**src/rtl/flag_hazard_ctrl_if.sv**
```systemverilog
// Handshake bundle between decode, the EX/MEM/WB flag tracking and the flag register.
// The DUT connects through the slave modport; the pipeline side uses master.
interface flag_hazard_ctrl_if #(
    parameter int STALL_CNT_W = 16
);
    logic                   ID_valid;
    logic [3:0]             ID_cond;
    logic                   ID_use_c;
    logic                   EX_S;
    logic [3:0]             EX_flags;
    logic [3:0]             RF_flags;
    logic                   HOLD;
    logic                   FLUSH;
    logic                   cond_pass;
    logic                   carry_fwd;
    logic                   flag_stall;
    logic                   flag_we;
    logic [3:0]             flag_wdata;
    logic [STALL_CNT_W-1:0] stall_cnt;

    modport master (
        output ID_valid, ID_cond, ID_use_c, EX_S, EX_flags, RF_flags, HOLD, FLUSH,
        input  cond_pass, carry_fwd, flag_stall, flag_we, flag_wdata, stall_cnt
    );

    modport slave (
        input  ID_valid, ID_cond, ID_use_c, EX_S, EX_flags, RF_flags, HOLD, FLUSH,
        output cond_pass, carry_fwd, flag_stall, flag_we, flag_wdata, stall_cnt
    );
endinterface

```
**src/rtl/flag_hazard_ctrl.sv**
```systemverilog
// Condition-code hazard controller: tracks S-bit results through MEM/WB, writes the flag
// register at WB and resolves ID conditions. Define FLAG_FWD_EN to forward instead of stall.
module flag_hazard_ctrl #(
    parameter int STALL_CNT_W = 16
) (
    input  logic                 CLK,
    input  logic                 CLR,
    flag_hazard_ctrl_if.slave    bus
);
    logic                   m_v_q, m_v_d;
    logic [3:0]             m_f_q, m_f_d;
    logic                   w_v_q, w_v_d;
    logic [3:0]             w_f_q, w_f_d;
    logic [STALL_CNT_W-1:0] stall_cnt_q, stall_cnt_d;

    logic [3:0]             sel_flags;
    logic                   id_reads_flags;
    logic                   stall;
    logic                   pass;

    // Flag layout is {N,Z,C,V}
    function automatic logic eval_cond(input logic [3:0] cond, input logic [3:0] f);
        logic n, z, c, v;
        n = f[3];
        z = f[2];
        c = f[1];
        v = f[0];
        case (cond)
            4'h0:    eval_cond = z;
            4'h1:    eval_cond = ~z;
            4'h2:    eval_cond = c;
            4'h3:    eval_cond = ~c;
            4'h4:    eval_cond = n;
            4'h5:    eval_cond = ~n;
            4'h6:    eval_cond = v;
            4'h7:    eval_cond = ~v;
            4'h8:    eval_cond = c & ~z;
            4'h9:    eval_cond = ~c | z;
            4'hA:    eval_cond = (n == v);
            4'hB:    eval_cond = (n != v);
            4'hC:    eval_cond = ~z & (n == v);
            4'hD:    eval_cond = z | (n != v);
            4'hE:    eval_cond = 1'b1;
            default: eval_cond = 1'b0;
        endcase
    endfunction

    always_comb begin
        id_reads_flags = bus.ID_valid & ((bus.ID_cond != 4'hE) | bus.ID_use_c);
`ifdef FLAG_FWD_EN
        // Youngest producer wins so back-to-back S instructions resolve correctly
        if (bus.EX_S) begin
            sel_flags = bus.EX_flags;
        end else if (m_v_q) begin
            sel_flags = m_f_q;
        end else if (w_v_q) begin
            sel_flags = w_f_q;
        end else begin
            sel_flags = bus.RF_flags;
        end
        stall = 1'b0;
`else
        sel_flags = bus.RF_flags;
        stall     = id_reads_flags & (bus.EX_S | m_v_q | w_v_q);
`endif
        pass = eval_cond(bus.ID_cond, sel_flags);
    end

    always_comb begin
        m_v_d       = m_v_q;
        m_f_d       = m_f_q;
        w_v_d       = w_v_q;
        w_f_d       = w_f_q;
        stall_cnt_d = stall_cnt_q;
        if (!bus.HOLD) begin
            m_v_d = bus.EX_S & ~bus.FLUSH;
            m_f_d = bus.EX_flags;
            w_v_d = m_v_q;
            w_f_d = m_f_q;
            if (stall && (stall_cnt_q != {STALL_CNT_W{1'b1}})) begin
                stall_cnt_d = stall_cnt_q + 1'b1;
            end
        end
    end

    always_ff @(posedge CLK) begin
        if (!CLR) begin
            m_v_q       <= 1'b0;
            m_f_q       <= 4'h0;
            w_v_q       <= 1'b0;
            w_f_q       <= 4'h0;
            stall_cnt_q <= '0;
        end else begin
            m_v_q       <= m_v_d;
            m_f_q       <= m_f_d;
            w_v_q       <= w_v_d;
            w_f_q       <= w_f_d;
            stall_cnt_q <= stall_cnt_d;
        end
    end

    assign bus.cond_pass  = pass;
    assign bus.carry_fwd  = sel_flags[1];
    assign bus.flag_stall = stall;
    assign bus.flag_we    = w_v_q;
    assign bus.flag_wdata = w_f_q;
    assign bus.stall_cnt  = stall_cnt_q;

endmodule

```
**src/flat_wrapper.sv**
```systemverilog
// flat-port wrapper written by rule: the top's interface ports become plain ports
module flag_hazard_ctrl_flat 
#(
    parameter int STALL_CNT_W = 16
)
  (CLK, CLR, bus_ID_valid, bus_ID_cond, bus_ID_use_c, bus_EX_S, bus_EX_flags, bus_RF_flags, bus_HOLD, bus_FLUSH, bus_cond_pass, bus_carry_fwd, bus_flag_stall, bus_flag_we, bus_flag_wdata, bus_stall_cnt);
  flag_hazard_ctrl_if #(.STALL_CNT_W(STALL_CNT_W)) bus_i ();
  input  logic CLK;
  input  logic CLR;
  input wire logic [$bits(bus_i.ID_valid)-1:0] bus_ID_valid;
  input wire logic [$bits(bus_i.ID_cond)-1:0] bus_ID_cond;
  input wire logic [$bits(bus_i.ID_use_c)-1:0] bus_ID_use_c;
  input wire logic [$bits(bus_i.EX_S)-1:0] bus_EX_S;
  input wire logic [$bits(bus_i.EX_flags)-1:0] bus_EX_flags;
  input wire logic [$bits(bus_i.RF_flags)-1:0] bus_RF_flags;
  input wire logic [$bits(bus_i.HOLD)-1:0] bus_HOLD;
  input wire logic [$bits(bus_i.FLUSH)-1:0] bus_FLUSH;
  output wire logic [$bits(bus_i.cond_pass)-1:0] bus_cond_pass;
  output wire logic [$bits(bus_i.carry_fwd)-1:0] bus_carry_fwd;
  output wire logic [$bits(bus_i.flag_stall)-1:0] bus_flag_stall;
  output wire logic [$bits(bus_i.flag_we)-1:0] bus_flag_we;
  output wire logic [$bits(bus_i.flag_wdata)-1:0] bus_flag_wdata;
  output wire logic [$bits(bus_i.stall_cnt)-1:0] bus_stall_cnt;
  assign bus_i.ID_valid = bus_ID_valid;
  assign bus_i.ID_cond = bus_ID_cond;
  assign bus_i.ID_use_c = bus_ID_use_c;
  assign bus_i.EX_S = bus_EX_S;
  assign bus_i.EX_flags = bus_EX_flags;
  assign bus_i.RF_flags = bus_RF_flags;
  assign bus_i.HOLD = bus_HOLD;
  assign bus_i.FLUSH = bus_FLUSH;
  assign bus_cond_pass = bus_i.cond_pass;
  assign bus_carry_fwd = bus_i.carry_fwd;
  assign bus_flag_stall = bus_i.flag_stall;
  assign bus_flag_we = bus_i.flag_we;
  assign bus_flag_wdata = bus_i.flag_wdata;
  assign bus_stall_cnt = bus_i.stall_cnt;
  flag_hazard_ctrl #(.STALL_CNT_W(STALL_CNT_W)) u_core (.CLK(CLK), .CLR(CLR), .bus(bus_i));
endmodule
```
**config.mk**
```make
export PLATFORM = sky130hd
export DESIGN_NAME = flag_hazard_ctrl_flat
export DESIGN_NICKNAME = d
export VERILOG_FILES = /design/src/rtl/flag_hazard_ctrl_if.sv /design/src/rtl/flag_hazard_ctrl.sv /design/src/flat_wrapper.sv
export SDC_FILE = /design/constraint.sdc
export NUM_CORES = 1
export LEC_CHECK = 0
export BUFFER_PORTS_ARGS = -buffer_cell sky130_fd_sc_hd__buf_2
export CAP_MARGIN = 20
export CORE_MARGIN = 2
export CORE_UTILIZATION = 50
export DETAILED_ROUTE_END_ITERATION = 10
export PLACE_DENSITY = 0.78
export SYNTH_ARGS = -nofsm -noshare
export SYNTH_HDL_FRONTEND = slang
export SYNTH_SLANG_ARGS = --single-unit
```
**constraint.sdc**
```tcl
create_clock -name CLK -period 1.8 [get_ports CLK]
set_input_delay 0.18 -clock CLK [delete_from_list [all_inputs] [get_ports CLK]]
set_output_delay 0.18 -clock CLK [all_outputs]
set_load 0.03 [all_outputs]
```
# Yosys cells after proc, flatten, opt, wreduce, memory -nomap -nowiden
# Cells that the tools add are included.
# word_totals
register_bits	26
wordCells	44
inputBits	19
output_inout_bits	24
# op_classes
reduce_logical	3
add_sub_neg	1
n_mux	1
eq_ne	18
bitwise	16
# ops
operator	n
4-bit equality test (second input constant)	7
16-bit by 1-bit adder with 16-bit output (second input constant)	1
4-bit by 3-bit equality test with 1-bit output (second input constant)	4
16-bit inequality test (second input constant)	1
1-bit case mux with 15 select lines	1
4-bit by 2-bit equality test with 1-bit output (second input constant)	2
1-bit inverter	6
1-bit bitwise AND	5
1-bit bitwise OR	5
4-bit by 1-bit equality test with 1-bit output (second input constant)	1
4-bit logical NOT	1
4-bit inequality test (second input constant)	1
2-bit AND reduction	1
1-bit equality test	1
1-bit logical AND	1
1-bit inequality test	1

# Longest topological paths before layout
# Gate-level depths: netlist (run 1).
# logic_depth
depth_word	6
ltp_mapped	6
depth_no_buf	6

# Least setup slack after synthesis (run 1)
# OpenSTA, ideal clock, no wires.
# synth_timing
path_type	reg2reg
startpoint	reg u_core.stall_cnt_q[0] (netlist: u_core.bus.stall_cnt[0])
endpoint	reg u_core.stall_cnt_q[9] (netlist: u_core.bus.stall_cnt[9])
stages_incl_launch_ff	7
synth_period_minus_slack_ps	1870
arrival_time_ps	1755
setup_ps	115
required_ps	1685
setup_slack_ps	-70
n_path_buf	0
path_cell_list	dfxtp_1 ha_1 nand3_1 nor2_2 a211oi_2 and3_1 o21a_1
# synth_between
elab_chain_cells	3
elab_cells_between_ends	4
classes_between	1 x add/sub; 1 x eq/ne; 2 x reduce/logical
# synth_lines
element	line_no	source
from (decl)	flag_hazard_ctrl.sv:14	logic [STALL_CNT_W-1:0] stall_cnt_q, stall_cnt_d;
from (signal assigned)	flag_hazard_ctrl.sv:98	stall_cnt_q <= stall_cnt_d;
branches (longest 3 deep; another with 16-bit by 1-bit adder with 16-bit output)	n/a	
# Several ways; the timed one is not identified.
# A chain may end at the register's enable or synchronous reset.

# Final worst setup path (run 1)
# Ends and elaborated chain as after synthesis.

==> metrics.txt, run 1 <==
synth-to-layout area growth=20.3%; Bufs and invs on worst path=0; vias in the first global route=1,173; status=finished clean; drt pass-1 iters=4; quantity of hold-fixing buffers added after cts=0; type of origin of the critical path=flop; number of port buffers=42; grt ovf=0; Cell Rows=19; power per cell area=679 nW/um2; syn_nets=175; Core ar.=2710 um2; slowest stage delay, CP=410 ps; Post-DP Area=1620 um2; FF-to-FF Start=u_core.bus.stall_cnt[0]; Hold Path Stages=3; Arr. time, crit path=1950 ps; Worst R2R End=u_core.bus.stall_cnt[9]; Post-Synthesis Cells=155; Largest delay share family, worst path=compound AO/OA/AOI/OAI gates; initial core utilization=51.8%; routed length on met3=176 um; # setup viols final=0; RSZ-0062 raised after global routing=true; Leak=0.000754 uW; chip height=57.0 um; Clock Latency Late Sink=330 ps; Synth area leaders=dfxtp_1, mux2i_1, xnor2_1; post-synth top area share=37.1%; final wirelength=3190 um; CTS sink count=26; clock tree root buffer cell=clkbuf_4; Filler cells=244; Die W=57.0 um; layout cells sized above 1=32.7%; met1 WL=1300 um; wire length on met2=1680 um; Tcrit/Tclk final=95.0%; most frequent cell after synthesis=dfxtp_1; Clock Pin Slew Worst Setup and Hold Paths=140 ps; Pint=871 uW; Commonest cells post-synth=dfxtp_1, nor2_1, mux2i_1; via count=1,290; CP endpoint kind=flop; max_cap viols=0; DRC Markers=0; Hold EP=u_core.m_f_q[1]; Hold Vio Cnt, Final=0; Slew Viols, Final=0; Post-Syn Area=1400 um2; wire per inst=14.0 um; Yosys warning count=0; fmax=0.585 GHz; VDD IR max=0.641 mV; Final Instance Area=1690 um2; total negative setup slack=0 ps; Die ar.=3250 um2; IO Pins=43; R2R depth=6; worst path cell trace=ha_1 > nand3_1 > nor2_4 > a211oi_2 > a21oi_1 > o21a_1; CP required=2040 ps; Setup Crit Path Kind=flop to flop; main flop type after synthesis=dfxtp_1; Tot Pwr=1150 uW; clock network power share=35.1%; final worst path period need=1710 ps; initial drt markers=43; TritonCTS clock tree=yes; Synth Area per Inst=9.05 um2; share of the yosys chip area belonging to registers=37.1%; Max Used Layer=met4; largest net degree at the start of global routing=22; fin nets=217; Num CTS Buffers=3; GRT Total Usage=19.4%; Hold Crit Start=bus_EX_flags[1]; Psw=275 uW; first-pass GRT wire length=5090 um; CP max FO=6; Post-synth EDFFs=0; DP HPWL=2300 um; Routed Antenna Nets=0; Worst path slowest cell=a211oi_2; gpl congestion=0.731; Max-slew headroom=56.9%; switching share of power=24.0%; FF-to-FF setup slack=90 ps; Layout Skew=4.36 ps; Synth cell types=43; # diodes=0; Async SR Flop Fraction=0%; hold_ws=70.3 ps; final core occ=62.3%; H-tree depth=1; Comb power frac=12.9%; FF+latch count, synth=26; initial antenna violation count=0; Worst Tran Pin Value=646 ps; Sequential Power Share=52.0%; Hold WC Path Type=input port to flop; Max Root-Sink Buffers=2; Vias/cell=5.68; largest area contributor in the netlist=dfxtp_1
layer usage:
layer,global-route usage (%),up-vias
met5,0,-
met4,5.98,0
met3,3.63,4
met2,34.6,44
met1,23.7,613
li1,-,629
timing repair:
item                       in CTS  in global routing
buffers inserted                0                  1
setup endpoints to repair       0                  4
resized for setup               0                  2
power by group through the flow:
| stage | logic, uW | registers (uW) | clock network [uW] |
|---|---|---|---|
| 3_5_place_dp | 147 | 608 | 0 |
| 5_1_grt | 161 | 597 | 429 |
| 4_1_cts | 148 | 595 | 407 |
| 3_3_place_gp | 139 | 607 | 0 |
| 6_report | 148 | 596 | 402 |
| 2_1_floorplan | 90.1 | 618 | 0 |
layout by cell type, fill, tap and decap left out, types with 2 or more instances in the layout:
master    instances
dfxtp_1          25
o21a_1            2
mux2i_1          14
buf_2            42
nand2_1           7
a211oi_2          2
nand4_1           3
nand2b_1          5
xnor2_1          11
a21o_1            2
buf_4             2
and3_1            4
nor2_1           20
a21oi_1           8
o21ai_0           2
nand3_1          10
inv_1             7
clkbuf_4          3
kinds of logic after synthesis:
kind of cell / after synthesis / share of synthesized area, %
and+or+nand+nor: 63 / 25.8
DFF: 26 / 37.1
AOI/OAI and AO/OA: 25 / 13.6
buffers and inverters: 14 / 5.08
muxes: 14 / 9.99
xor gates and xnor gates: 12 / 7.49
adders and majority gates: 1 / 0.892
worst register-to-register path, cell delays in order, from the launching register on:
cell and delay [ps]:
dfxtp_2 370, ha_1 250, nand3_1 190, nor2_4 80
a211oi_2 410, a21oi_1 130, o21a_1 190
sequential cells by signal (all words and copies together), names as in the netlist:
| signal | count |
|---|---|
| u_core.bus.stall_cnt | 16 |
| u_core.m_v_q | 1 |
| u_core.m_f_q | 4 |
| u_core.bus.flag_wdata | 4 |
| u_core.bus.flag_we | 1 |
cell type report:
type                       instances  area, um2  area share (%)
clock buffer                       3       22.5            1.33
clock inverter                     1       30.0            1.78
inverter                           7       26.3            1.56
multi-input combinational        115        823            48.8
sequential                        26        522            30.9
tap                               31       38.8            2.30
timing repair buffer              44        225            13.3
metrics by stage:
stage                     setup slack, ps  cells
after floorplan                      14.2    155
after global placement                213    222
after detailed placement             92.1    222
after CTS                            53.9    226
after global routing                -35.1    227
final                                90.9    227
worst max-delay path by stage:
stage | startpoint | cells after the start | slack, ps | to
final | u_core.bus.stall_cnt[0] | 6 | 90 | u_core.bus.stall_cnt[9]
after global routing | u_core.bus.stall_cnt[1] | 6 | -40 | u_core.bus.stall_cnt[12]
after CTS | u_core.bus.stall_cnt[1] | 6 | 50 | u_core.bus.stall_cnt[9]
after detailed placement | u_core.bus.stall_cnt[1] | 6 | 90 | u_core.bus.stall_cnt[12]
after global placement | u_core.bus.stall_cnt[1] | 6 | 210 | u_core.bus.stall_cnt[9]
after floorplan | u_core.bus.stall_cnt[1] | 6 | 10 | u_core.bus.stall_cnt[9]
Power figures use the tool's default switching activity.
==> run 2, diff against run 1 <==
--- a/config.mk
+++ b/config.mk
@@ -11,6 +11,8 @@
 export CORE_UTILIZATION = 50
 export DETAILED_ROUTE_END_ITERATION = 10
 export PLACE_DENSITY = 0.78
+export REMOVE_ABC_BUFFERS = 1
+export SLEW_MARGIN = 20
 export SYNTH_ARGS = -nofsm -noshare
 export SYNTH_HDL_FRONTEND = slang
 export SYNTH_SLANG_ARGS = --single-unit
==> run 2 against run 1 <==
  * Clock skew down 0.89 ps
  * Worst setup slack gained 14 ps
  * Worst hold slack improved by 9.7 ps
  * Critical endpoint is now u_core.bus.stall_cnt[12]
  * Largest cell class unchanged
  * Largest power group unchanged
==> metrics.txt, run 2 (same netlist as run 1, synthesis figures left out) <==
total negative setup slack=0 ps (unchanged); first-pass GRT wire length=5200 um (was 5090 um); postcts setup bufs=0 (unchanged); # diodes=0 (unchanged); Slew Viols, Final=0 (unchanged); number of port buffers=42 (unchanged); Hold Vio Cnt, Final=0 (unchanged); wire per inst=14.2 um (was 14.0 um); Tot Pwr=1150 uW (about the same); vias in the first global route=1,204 (was 1,173); final worst path period need=1700 ps (was 1710 ps); layout cells sized above 1=31.5% (was 32.7%); Die W=57.0 um (unchanged); final wirelength=3230 um (was 3190 um); Arr. time, crit path=1910 ps (was 1950 ps); VDD IR max=0.540 mV (was 0.641 mV); type of origin of the critical path=flop (unchanged); initial core utilization=51.8% (unchanged); Die ar.=3250 um2 (unchanged); max_cap viols=0 (unchanged); Leak=0.000759 uW (was 0.000754 uW); CTS sink count=26 (unchanged); power per cell area=681 nW/um2 (was 679 nW/um2); initial antenna violation count=0 (unchanged); clock tree root buffer cell=clkbuf_4 (unchanged); commonest non-fill, non-tap cells in the layout=buf_2, dfxtp_1, nor2_1 (unchanged); fmax=0.590 GHz (was 0.585 GHz); quantity of hold-fixing buffers added after cts=0 (unchanged); status=finished clean (unchanged); most common cell after layout, fill and taps aside=buf_2 (unchanged); worst path cell trace=ha_1 > and3_1 > o211ai_1 > nor4_1 > xnor2_1 > nor2_1 (was ha_1 > nand3_1 > nor2_4 > a211oi_2 > a21oi_1 > o21a_1); DP HPWL=2380 um (was 2300 um); IO Pins=43 (unchanged); grt ovf=0 (unchanged); CP required=2020 ps (was 2040 ps); largest net degree at the start of global routing=22 (unchanged); TritonCTS clock tree=yes (unchanged); Setup Crit Path Kind=flop to flop (unchanged); Hold WC Path Type=input port to flop (unchanged); Worst Tran Pin Value=645 ps (was 646 ps); Clock Latency Late Sink=330 ps (about the same); Cell Rows=19 (unchanged); Num CTS Buffers=3 (unchanged); initial drt markers=63 (was 43); Tcrit/Tclk final=94.2% (was 95.0%); Clock Pin Slew Worst Setup and Hold Paths=140 ps (about the same); fin nets=218 (was 217); GRT Total Usage=20.4% (was 19.4%); synth-to-layout area growth=20.2% (was 20.3%); chip height=57.0 um (unchanged); Filler cells=229 (was 244); H-tree depth=1 (unchanged); via count=1,296 (was 1,290); Vias/cell=5.68 (about the same); hold_ws=80.0 ps (was 70.3 ps); DRC Markers=0 (unchanged); Worst path slowest cell=nor4_1 (was a211oi_2); CP endpoint kind=flop (unchanged); gpl congestion=0.801 (was 0.731); Core ar.=2710 um2 (unchanged); CP max FO=4 (was 6); Routed Antenna Nets=0 (unchanged); flip-flop count of the largest register after layout=16 (unchanged); drt pass-1 iters=4 (unchanged); Layout Skew=3.47 ps (was 4.36 ps); # setup viols final=0 (unchanged); slowest stage delay, CP=450 ps (was 410 ps); Max Root-Sink Buffers=2 (unchanged); Max-slew headroom=56.9% (about the same)
run 2: cell types whose count changed in the layout (fill, tap and decap cells not counted), sizes merged:
cell	delta
buf	+1
run 2: power by group:
group / internal [uW] / total, uW / leakage (uW) / switching [uW]
Clock: 226 / 402 / 0.0000279 / 177
Combinational: 59.7 / 152 / 0.000520 / 92.2
Sequential: 587 / 594 / 0.000211 / 6.61
Total: 873 / 1150 / 0.000759 / 275
run 2: per-stage QoR:
stage                     cells  util [%]  area [um2]  worst slack [ps]
after floorplan             148         -        1360             -69.9
after global placement      224      60.1        1630               200
after detailed placement    224      60.1        1630              94.9
after CTS                   228      62.0        1680              74.5
after global routing        228      62.2        1690             -4.30
final                       228      62.2        1690               105
run 2: layer usage:
metal	GRT usage [%]	share of wire [%]
met1	22.9	40
met2	37.8	53
met3	3.63	5.9
met4	8.31	1.5
met5	0	0
run 2: path summary, 6_finish.rpt:
kind,end,slack [ps],cells past startpoint,start
worst max-delay path,u_core.bus.stall_cnt[12],100,6,u_core.bus.stall_cnt[1]
worst min-delay path,u_core.m_f_q[0],80,3,bus_EX_flags[0]
worst max register to register,u_core.bus.stall_cnt[12],100,6,u_core.bus.stall_cnt[1]
worst min register to register,u_core.bus.stall_cnt[15],510,2,u_core.bus.stall_cnt[15]
run 2: layout make-up:
| type | instances | area [um2] | share of cell area [%] |
|---|---|---|---|
| multi-input combinational | 115 | 816 | 48.4 |
| tap | 31 | 38.8 | 2.30 |
| clock buffer | 3 | 22.5 | 1.34 |
| timing repair buffer | 45 | 233 | 13.8 |
| clock inverter | 1 | 30.0 | 1.78 |
| sequential | 26 | 520 | 30.9 |
| inverter | 7 | 26.3 | 1.56 |
run 2: what timing repair did:
item / 4_1_cts / 5_1_grt
endpoints found under the hold margin: 0 / 0
setup endpoints to repair: 0 / 8
gates resized for setup: 0 / 1
run 2: worst max-delay path, delay by kind of cell (launching register included):
family	cells	cell delay, ps
simple gates	3	680
flops	1	370
fa+ha+maj	1	210
compound gates	1	150
xor+xnor	1	180
==> run 3, diff against run 2 <==
--- a/config.mk
+++ b/config.mk
@@ -11,7 +11,6 @@
 export CORE_UTILIZATION = 50
 export DETAILED_ROUTE_END_ITERATION = 10
 export PLACE_DENSITY = 0.78
-export REMOVE_ABC_BUFFERS = 1
 export SLEW_MARGIN = 20
 export SYNTH_ARGS = -nofsm -noshare
 export SYNTH_HDL_FRONTEND = slang
==> constraint.sdc (replaced) <==
create_clock -name CLK -period 1.8 [get_ports CLK]
set_input_delay 0.27 -clock CLK [delete_from_list [all_inputs] [get_ports CLK]]
set_output_delay 0.27 -clock CLK [all_outputs]
set_load 0.03 [all_outputs]
==> run 3 against run 2 <==
  * Count of clock-buffer cells in the layout unchanged
  * Combinational power about the same
  * Design area down 2.2%
==> metrics.txt, run 3 (same netlist as run 1, synthesis figures left out) <==
status=finished clean (unchanged); pre-CTS WS=98.6 ps (was 94.9 ps); worst path cell trace=ha_1 > and3_1 > o211ai_1 > nor4_1 > xnor2_1 > nor2_1 (unchanged); initial antenna violation count=0 (unchanged); DRC Markers=0 (unchanged); chip height=57.0 um (unchanged); VDD IR max=0.439 mV (was 0.540 mV); CP endpoint kind=flop (unchanged); RSZ-0062 raised after global routing=false; CTS resizes=0 (unchanged); wire per inst=13.1 um (was 14.2 um); gpl congestion=0.770 (was 0.801); final worst path period need=1710 ps (was 1700 ps); Clock Pin Slew Worst Setup and Hold Paths=130 ps (was 140 ps); Psw=258 uW (was 275 uW); Max-slew headroom=57.9% (was 56.9%); switching share of power=26.3% (was 24.0%); Num CTS Buffers=3 (unchanged); initial drt markers=48 (was 63); Pint=725 uW (was 873 uW); worst setup margin=93.0 ps (was 105 ps); Hold WC Path Type=input port to flop (unchanged); Hold Vio Cnt, Final=0 (unchanged); Tcrit/Tclk final=94.8% (was 94.2%); Slew Viols, Final=0 (unchanged); flip-flop count of the largest register after layout=16 (unchanged); GRT Total Usage=19.1% (was 20.4%); # setup viols final=0 (unchanged); initial core utilization=51.8% (unchanged); CP required=1990 ps (was 2020 ps); CP max FO=5 (was 4); Core ar.=2710 um2 (unchanged); Clock Latency Late Sink=320 ps (was 330 ps); Worst path slowest cell=dfxtp_1 (was nor4_1); max_cap viols=0 (unchanged); DP HPWL=2290 um (was 2380 um); number of port buffers=42 (unchanged); CTS sink count=26 (unchanged); clock network power share=24.3% (was 35.0%); Max Root-Sink Buffers=2 (unchanged); fin nets=217 (was 218); # diodes=0 (unchanged); TritonCTS clock tree=yes (unchanged); Die ar.=3250 um2 (unchanged); layout cells sized above 1=31.3% (was 31.5%); Die W=57.0 um (unchanged); total negative setup slack=0 ps (unchanged); IO Pins=43 (unchanged); R2R depth=6 (unchanged); Hold Path Stages=3 (unchanged); Leak=0.000739 uW (was 0.000759 uW); quantity of hold-fixing buffers added after cts=0 (unchanged); first-pass GRT wire length=4970 um (was 5200 um); most common cell after layout, fill and taps aside=buf_2 (unchanged); postcts setup bufs=0 (unchanged); clock tree root buffer cell=clkbuf_4 (unchanged); fmax=0.586 GHz (was 0.590 GHz); drt pass-1 iters=4 (unchanged); Sequential Power Share=60.6% (was 51.7%); Cell Rows=19 (unchanged); H-tree depth=1 (unchanged); commonest non-fill, non-tap cells in the layout=buf_2, dfxtp_1, nor2_1 (unchanged); Arr. time, crit path=1900 ps (was 1910 ps); Comb power frac=15.1% (was 13.2%); Routed Antenna Nets=0 (unchanged); final wirelength=2970 um (was 3230 um); vias in the first global route=1,212 (was 1,204); type of origin of the critical path=flop (unchanged); grt ovf=0 (unchanged); Worst Tran Pin Value=631 ps (was 645 ps); Vias/cell=5.49 (was 5.68); power per cell area=595 nW/um2 (was 681 nW/um2); largest net degree at the start of global routing=22 (unchanged); slowest stage delay, CP=410 ps (was 450 ps); via count=1,240 (was 1,296); Layout Skew=10.2 ps (was 3.47 ps); synth-to-layout area growth=17.7% (was 20.2%); Setup Crit Path Kind=flop to flop (unchanged)
## run 3: per-stage QoR
| stage | hold slack [ps] | power [uW] | cell area, um2 | cells | utilization (%) |
|---|---|---|---|---|---|
| 6_report | 190 | 983 | 1650 | 226 | 60.9 |
| 3_3_place_gp | 472 | 748 | 1630 | 223 | 60.1 |
| 2_1_floorplan | 414 | 708 | 1410 | 155 | - |
| 3_5_place_dp | 484 | 757 | 1630 | 223 | 60.1 |
| 4_1_cts | 178 | 996 | 1650 | 226 | 60.9 |
| 5_1_grt | 201 | 1030 | 1650 | 226 | 60.9 |
## run 3: final cells by class
class / count / area (um2)
timing repair buffer: 44 / 225
fill: 263 / 1060
multi-input combinational: 115 / 816
sequential: 26 / 522
inverter: 7 / 26.3
clock buffer: 3 / 22.5
tap: 31 / 38.8
## run 3: worst paths after layout
path,startpoint,endpoint,slack [ps]
max,u_core.bus.stall_cnt[1],u_core.bus.stall_cnt[12],90
min,bus_EX_flags[1],u_core.m_f_q[1],190
max reg2reg,u_core.bus.stall_cnt[1],u_core.bus.stall_cnt[12],90
min reg2reg,u_core.m_f_q[0],u_core.bus.flag_wdata[0],510
## run 3: routing by layer
layer	global-route usage, %	share of wire (%)	wire, um	vias up
met4	7.97	1.5	44	0
met3	3.17	5.3	156	4
met2	34.5	52	1540	34
met1	22.1	42	1230	577
met5	0	0	0	-
li1	-	-	-	625
## run 3: power groups by stage
stage | clock network (uW) | logic [uW] | registers [uW]
6_report | 239 | 149 | 595
5_1_grt | 272 | 162 | 597
4_1_cts | 251 | 150 | 595
3_5_place_dp | 0 | 149 | 608
3_3_place_gp | 0 | 141 | 607
2_1_floorplan | 0 | 90.1 | 618
## run 3: critical path: cells and delay by family, from the launching register on
kind / cells / cell delay (ps)
adders and majority gates: 1 / 230
xor gates and xnor gates: 1 / 170
and+or+nand+nor: 3 / 610
DFF: 1 / 410
AOI/OAI and AO/OA: 1 / 150
